### src/rtl/bcd_timer_pkg.sv
// -----------------------------------------------------------------------------
// bcd_timer_pkg
// Shared definitions for the BCD cook-timer chain.
//   DIGIT_W   : bits per BCD digit
//   state_t   : run/expire FSM state encoding (IDLE, ARMED, RUNNING, EXPIRED)
//   digit_max : extracts the per-digit maximum for digit idx from the packed
//               DIGIT_MAX parameter (digit 0 in the low nibble)
// -----------------------------------------------------------------------------
package bcd_timer_pkg;

    localparam int DIGIT_W = 4;

    typedef enum logic [1:0] {
        IDLE    = 2'd0,
        ARMED   = 2'd1,
        RUNNING = 2'd2,
        EXPIRED = 2'd3
    } state_t;

    // Packed maxima are passed zero-extended to 64 bits (up to 16 digits).
    function automatic logic [DIGIT_W-1:0] digit_max(input logic [63:0] maxes,
                                                     input int idx);
        return maxes[idx*DIGIT_W +: DIGIT_W];
    endfunction

endpackage

### src/rtl/bcd_digit_cell.sv
// -----------------------------------------------------------------------------
// bcd_digit_cell
// One down-counting digit of the timer chain.
// Ports:
//   clk       : system clock, rising edge
//   reset     : asynchronous active-low reset, clears the digit
//   load      : synchronous load of load_val (beats any decrement)
//   load_val  : value stored on load
//   max_val   : value reloaded when the digit borrows from zero
//   borrow_in : all lower digits are zero (digit 0 ties this high)
//   dec_en    : a decrement of the whole chain happens this cycle
//   digit     : registered digit value
//   is_zero   : digit == 0, feeds the next digit's borrow
// -----------------------------------------------------------------------------
module bcd_digit_cell
    import bcd_timer_pkg::*;
(
    input  logic               clk,
    input  logic               reset,
    input  logic               load,
    input  logic [DIGIT_W-1:0] load_val,
    input  logic [DIGIT_W-1:0] max_val,
    input  logic               borrow_in,
    input  logic               dec_en,
    output logic [DIGIT_W-1:0] digit,
    output logic               is_zero
);

    always_ff @(posedge clk or negedge reset) begin
        if (!reset) begin
            digit <= '0;
        end else if (load) begin
            digit <= load_val;
        end else if (dec_en && borrow_in) begin
            // Plain binary decrement; an over-range digit walks down until
            // it reaches zero and then reloads its maximum.
            if (digit == '0) digit <= max_val;
            else             digit <= digit - 1'b1;
        end
    end

    assign is_zero = (digit == '0);

endmodule

### src/rtl/bcd_timer_chain.sv
// -----------------------------------------------------------------------------
// bcd_timer_chain
// Multi-digit BCD down-counter for the cook timer, with run/expire FSM.
// Optional build macro: BCD_TIMER_CLAMP_EN -- when defined, each loaded digit
// above its maximum is stored as that maximum; otherwise data is stored as-is.
// Parameters:
//   NUM_DIGITS : cascaded digits, digit 0 least significant
//   DIGIT_MAX  : packed per-digit maxima (reload value on borrow)
//   WRAP_EN    : 0 = stop at zero (EXPIRED), 1 = wrap to all-max and keep going
// Ports:
//   clk       : system clock, rising edge
//   reset     : asynchronous active-low reset
//   load      : synchronous load of data (priority over decrement)
//   data      : BCD preset
//   run       : level, 1 = count, 0 = pause
//   tick      : one-cycle time-base strobe
//   count     : registered BCD value
//   tc        : combinational, count == 0
//   busy      : state == RUNNING
//   done      : registered one-cycle pulse when a decrement reaches zero
//   state_dbg : current FSM state, for observation
// -----------------------------------------------------------------------------
module bcd_timer_chain
    import bcd_timer_pkg::*;
#(
    parameter int                            NUM_DIGITS = 4,
    parameter logic [DIGIT_W*NUM_DIGITS-1:0] DIGIT_MAX  = 16'h9959,
    parameter bit                            WRAP_EN    = 1'b0
) (
    input  logic                          clk,
    input  logic                          reset,
    input  logic                          load,
    input  logic [DIGIT_W*NUM_DIGITS-1:0] data,
    input  logic                          run,
    input  logic                          tick,
    output logic [DIGIT_W*NUM_DIGITS-1:0] count,
    output logic                          tc,
    output logic                          busy,
    output logic                          done,
    output logic [1:0]                    state_dbg
);

    localparam int W = DIGIT_W * NUM_DIGITS;

    state_t              state;
    logic [W-1:0]        load_val;
    logic [NUM_DIGITS-1:0] zero_vec;
    logic [NUM_DIGITS-1:0] borrow;
    logic                dec;
    logic                hits_zero;

    // A tick decrements only while running with run still high this cycle;
    // a coincident load or falling run swallows the tick.
    assign dec       = (state == RUNNING) && run && tick && !load;
    assign hits_zero = dec && (count == W'(1));

    assign borrow[0] = 1'b1;

    for (genvar i = 0; i < NUM_DIGITS; i++) begin : g_digit
        localparam logic [DIGIT_W-1:0] MAXD = digit_max(64'(DIGIT_MAX), i);
        logic [DIGIT_W-1:0] d_in;

        assign d_in = data[i*DIGIT_W +: DIGIT_W];
`ifdef BCD_TIMER_CLAMP_EN
        assign load_val[i*DIGIT_W +: DIGIT_W] = (d_in > MAXD) ? MAXD : d_in;
`else
        assign load_val[i*DIGIT_W +: DIGIT_W] = d_in;
`endif

        if (i < NUM_DIGITS - 1) begin : g_chain
            assign borrow[i+1] = borrow[i] & zero_vec[i];
        end

        bcd_digit_cell u_cell (
            .clk       (clk),
            .reset     (reset),
            .load      (load),
            .load_val  (load_val[i*DIGIT_W +: DIGIT_W]),
            .max_val   (MAXD),
            .borrow_in (borrow[i]),
            .dec_en    (dec),
            .digit     (count[i*DIGIT_W +: DIGIT_W]),
            .is_zero   (zero_vec[i])
        );
    end

    always_ff @(posedge clk or negedge reset) begin
        if (!reset) begin
            state <= IDLE;
            done  <= 1'b0;
        end else if (load) begin
            state <= (load_val != '0) ? ARMED : IDLE;
            done  <= 1'b0;
        end else begin
            done <= hits_zero;
            case (state)
                IDLE:    state <= IDLE;
                ARMED:   if (run) state <= RUNNING;
                RUNNING: begin
                    if (!run)                       state <= ARMED;
                    else if (hits_zero && !WRAP_EN) state <= EXPIRED;
                end
                EXPIRED: if (!run) state <= IDLE;
                default: state <= IDLE;
            endcase
        end
    end

    assign tc        = (count == '0);
    assign busy      = (state == RUNNING);
    assign state_dbg = state;

endmodule

### config.mk
export PLATFORM = sky130hd
export DESIGN_NAME = bcd_timer_chain
export DESIGN_NICKNAME = d
export VERILOG_FILES = /design/src/rtl/bcd_timer_pkg.sv /design/src/rtl/bcd_digit_cell.sv /design/src/rtl/bcd_timer_chain.sv
export SDC_FILE = /design/constraint.sdc
export NUM_CORES = 1
export LEC_CHECK = 0
export ABC_AREA = 1
export CAP_MARGIN = 20
export CORE_MARGIN = 10
export CORE_UTILIZATION = 45
export DETAILED_ROUTE_END_ITERATION = 10
export GPL_TIMING_DRIVEN = 0
export PLACE_DENSITY = 0.83
export SLEW_MARGIN = 30
export SYNTH_ARGS = -nofsm -noshare
export SYNTH_HDL_FRONTEND = slang
export SYNTH_SLANG_ARGS = --single-unit
export TNS_END_PERCENT = 30
### constraint.sdc
create_clock -name clk -period 1.9 [get_ports clk]
set_input_delay 0.57 -clock clk [delete_from_list [all_inputs] [get_ports clk]]
set_output_delay 0.57 -clock clk [all_outputs]
set_load 0.02 [all_outputs]
=== Yosys cells after proc, flatten, opt, wreduce, memory -nomap -nowiden ===
Cells that the tools add are included.

* Add/subtract/negate cells: 4
* Equal/unequal tests: 7
* Muxes and demuxes: 20
* Bitwise operators: 2
* Reduce and logical (&&, ||, !) cells: 20

{| class="wikitable"
|+ Operator list
! kind !! count
|-
| $mux W4 || 12
|-
| $eq A16 B1 Y1 const B || 1
|-
| $logic_not A16 Y1 || 1
|-
| $logic_not A4 Y1 || 4
|-
| $reduce_bool A16 Y1 || 1
|-
| $sub A4 B1 Y4 const B || 4
|-
| $mux W2 || 5
|-
| $pmux W2 S4 || 1
|-
| $reduce_bool A2 Y1 || 4
|-
| $logic_and A1 B1 Y1 || 7
|-
| $ne A3 B3 Y1 const B || 2
|-
| $eq A2 B2 Y1 const B || 2
|-
| $ne A4 B3 Y1 const B || 1
|-
| $reduce_and A3 Y1 || 1
|-
| $and A1 B1 Y1 || 2
|-
| $eq A2 B1 Y1 const B || 1
|-
| $logic_not A2 Y1 || 1
|-
| $mux W1 || 2
|-
| $logic_not A1 Y1 || 1
|}

* Register bits: 19
* Input port bits: 21
* Output and inout port bits: 21

=== Depth between registers and ports, before layout ===
* Depth in word-level cells: 9
* Depth in mapped cells: 10

=== Cells and area by module ===
From an unflattened synthesis, not the netlist that was laid out.

* Cells, all modules: 284
* Area, all modules: 1697.9 um^2

{| class="wikitable"
|+ Modules (own cells, without submodules)
! module !! times used !! cells each !! area each (um^2) !! seq. area each (um^2)
|-
| bcd_digit_cell || 4 || 54 || 326.6 || 100.1
|-
| bcd_timer_chain || 1 || 68 || 391.6 || 75.1
|}

=== Least setup slack after synthesis ===
OpenSTA, ideal clock, no wires.

* Path kind: register -> output
* Start: reg g_digit[2].u_cell.digit[0]
* End: out tc
* Arrival: 1249 ps
* Data required time: 1330 ps
* Slack: 81 ps
* Stages on the path, launching flop included: 6
* Path through: dfrtp_1 nor2_2 nand2_2 nor2_1 nand2_1 nor2_1

* Cells in the longest elaborated chain, start to end: 1

{| class="wikitable"
|+ RTL lines
! item !! line !! RTL
|-
| from (decl) || bcd_digit_cell.sv:25 || <nowiki>output logic [DIGIT_W-1:0] digit,</nowiki>
|-
| from (signal assigned) || bcd_digit_cell.sv:33 || <nowiki>digit <= load_val;</nowiki>
|-
| from (signal assigned) || bcd_digit_cell.sv:37 || <nowiki>if (digit == '0) digit <= max_val;</nowiki>
|-
| from (signal assigned) || bcd_digit_cell.sv:38 || <nowiki>else digit <= digit - 1'b1;</nowiki>
|-
| $logic_not A16 Y1 || bcd_timer_chain.sv:109 || <nowiki>assign tc = (count == '0);</nowiki>
|-
| to (decl) || bcd_timer_chain.sv:37 || <nowiki>output logic tc,</nowiki>
|}

No other way between the ends.

=== Final worst setup path ===
* Start: reg g_digit[3].u_cell.digit[0]
* End: out tc

* Cells in the longest elaborated chain, start to end: 1

{| class="wikitable"
|+ RTL lines
! item !! line
|-
| from (decl) || bcd_digit_cell.sv:25
|-
| from (signal assigned) || bcd_digit_cell.sv:33
|-
| from (signal assigned) || bcd_digit_cell.sv:37
|-
| from (signal assigned) || bcd_digit_cell.sv:38
|-
| $logic_not A16 Y1 || bcd_timer_chain.sv:109
|}

No other way between the ends.

==> impl_metrics.py <==
metrics = {
    "clocking": {
        "cts_buffers": 3,
        "clockBufferDepth": 2,
        "cts.sinks": 19,
        "clkLatencyLatePin_ns": 0.31,
        "root_buffer": "clkbuf_4",
        "tritoncts": "built",
        "clk_pin_slew_worst_paths_ns": 0.11,
        "htree_levels": 1,
    },
    "setup_path": {
        "crit_fanout": 3,
        "crit_path_start_kind": "flop",
        "criticalPathCategory": "flop to primary output",
        "critPathRequiredTime_ns": 1.33,
        "critPathMaxStageDelay_ns": 0.42,
        "path_buf_inv": 1,
        "crit_family": "simple AND/OR/NAND/NOR gates",
        "path_cells": "nor2_2 -> nand2_2 -> nor2_4 -> nand2_2 -> nor2_2 -> buf_6",
        "cp_slowest_cell": "dfrtp_1",
        "worst_ep_arrival_time_ns": 1.46,
        "worstSetupEndpointType": "primary output",
    },
    "grt": {
        "grt_pass1_vias": 1390,
        "grt_usage_pct": 14.1,
        "overflow": 0,
        "grt_pass1_wl_um": 6160,
        "antenna_found_initial": 0,
        "grt_max_degree": 20,
    },
    "power": {
        "worst_ir_drop_vdd_mv": 0.487,
        "power_density_nw_per_um2": 638,
        "fin_total_pwr_w": 0.00119,
        "p_leak_nw": 0.927,
    },
    "yosys": {
        "syn_area_um2": 1270,
        "synth_edf_count": 0,
        "synth_warnings": 0,
        "seq_area_frac_synth_pct": 37.3,
        "avgSynthCellArea_um2": 7.01,
        "yosys.area.top_type": "dfrtp_1",
        "netlist_top_cells_area": "dfrtp_1, nand2_1, nor2_1, inv_1, ha_1",
        "synth_top_area_share_pct": 37.3,
        "async_reset_ff_share_pct": 100,
        "synth_nets": 207,
        "ys_types": 28,
        "synth_cells": 182,
        "yosys_register_bits": 19,
        "synthFlopType": "dfrtp_1",
    },
    "sta": {
        "hold_viol_final": 0,
        "skew_ns": 0.00134,
        "period_needed_ns": 2.03,
        "grt_setup_unrepaired": "yes",
        "worst_hold_slack_ns": 0.186,
        "setup_viol_count_final": 1,
        "finalCritPeriodShare_pct": 107,
        "maxSlewViolCount": 0,
        "tightest_slew_ns": 0.490,
        "worst_slack_ns": -0.125,
        "slew_headroom_pct": 67.3,
        "fmax_ghz": 0.494,
    },
    "worst_hold_path": {
        "hold_class": "input port to async pin",
    },
    "die": {
        "ios": 42,
        "num_rows": 19,
        "die-area_um2": 5360,
        "fp.dieW_um": 73.2,
        "die_h_um": 73.2,
        "start_util_pct": 46.6,
        "core-area_um2": 2730,
    },
    "place": {
        "port_buffers": 41,
        "dp_slack_ns": -0.368,
        "place_area_um2": 1720,
        "hpwlAfterDp_um": 2660,
        "gp_congestion": 0.797,
    },
    "final_layout": {
        "mostFrequentLayoutCell": "nand2_1",
        "fin_util_pct": 68.4,
        "final_cell_mix": "nand2_1, nor2_1, inv_1",
        "area_growth_syn_to_layout_pct": 46.7,
        "drive_gt1_share_pct": 18.2,
        "final_nets": 268,
        "fin_area_um2": 1870,
        "antennaDiodeCount": 0,
    },
    "outcome": {
        "violations": "negative setup slack",
        "outcome": "finished with violations",
    },
    "drt": {
        "vias": 1380,
        "wl_per_cell_um": 13.6,
        "first_iter_violations": 107,
        "firstDrtPassIters": 4,
        "drc": 0,
        "wl_um": 3710,
        "postRouteAntennaNets": 0,
        "vias_per_cell": 5.05,
    },
    "job": {
        "max_cap_violations": 0,
    },
}
==> what timing repair did <==
action                     in CTS  in global routing
setup buffers                   7                  8
setup endpoints to repair      18                  7
gates resized for setup        31                  8
pin swaps                       4                  5
hold buffers                    0                  0
==> cells by family (layout without fill, tap and decap cells) <==
logic type	Yosys count	in the layout	synth area share, %
and+or+nand+nor	100	100	34.5
AOI/OAI and AO/OA	30	30	15.2
buffers and inverters	28	88	8.34
DFF	19	19	37.3
adders and majority gates	4	4	3.93
xor gates and xnor gates	1	1	0.687
==> sequential cells by signal (all words and copies together), names as in the netlist <==
signal,count
done,1
state_dbg,2
g_digit.u_cell.digit,16
==> area by class of cell <==
type / count / area (µm²)
flip-flops and latches: 19 / 477
multi-input cells: 135 / 723
clock buffers: 4 / 26.3
fillers: 246 / 863
plain buffers: 3 / 12.5
repair buffers: 56 / 499
well taps: 31 / 38.8
inverters: 25 / 93.8
==> through the flow <==
step | std cells | TNS [ns]
6_report | 273 | -0.125
4_1_cts | 265 | -0.119
3_5_place_dp | 254 | -2.96
2_1_floorplan | 182 | 0
5_1_grt | 273 | -0.279
3_3_place_gp | 254 | -2.80
==> where the power goes <==
part | switching [W] | internal [W]
Combinational | 0.000263 | 0.000213
Sequential | 0.0000546 | 0.000452
Clock | 0.000129 | 0.0000821
Total | 0.000447 | 0.000747
==> cell usage after synthesis (2+ instances only) <==
cell type  count
nand2_1       49
nor2_1        29
inv_1         23
dfrtp_1       19
nand3_1       10
o21ai_0        9
a21oi_1        6
ha_1           4
o22ai_1        4
nor2_4         3
o211ai_1       3
o21ai_2        3
clkbuf_1       2
nand2_2        2
nand4_1        2
o221ai_1       2
==> path summary, 6_finish.rpt <==
| kind | start | to | slack (ns) | cells past startpoint |
|---|---|---|---|---|
| max | g_digit[3].u_cell.digit[0]$_DFFE_PN0P_ | tc | -0.13 | 6 |
| min | reset | g_digit[0].u_cell.digit[3]$_DFFE_PN0P_ | 0.19 | 1 |
| max reg2reg | state_dbg[0]$_DFFE_PN0P_ | g_digit[3].u_cell.digit[3]$_DFFE_PN0P_ | 0.22 | 9 |
| min reg2reg | g_digit[1].u_cell.digit[1]$_DFFE_PN0P_ | g_digit[1].u_cell.digit[1]$_DFFE_PN0P_ | 0.55 | 2 |
| max in group asynchronous | reset | g_digit[2].u_cell.digit[0]$_DFFE_PN0P_ | 1.39 | 1 |
| min in group clk | g_digit[1].u_cell.digit[1]$_DFFE_PN0P_ | g_digit[1].u_cell.digit[1]$_DFFE_PN0P_ | 0.55 | 2 |
==> metal layers <==
metal  vias to the layer above  part of all wire [%]  track usage [%]
met5                         -                     0                0
met4                         0                   1.5             6.96
met3                         5                   6.0             3.40
met2                        34                    48             22.7
met1                       636                    45             17.0
li1                        705                     -                -
No activity file was read; power rests on OpenSTA's default activity.
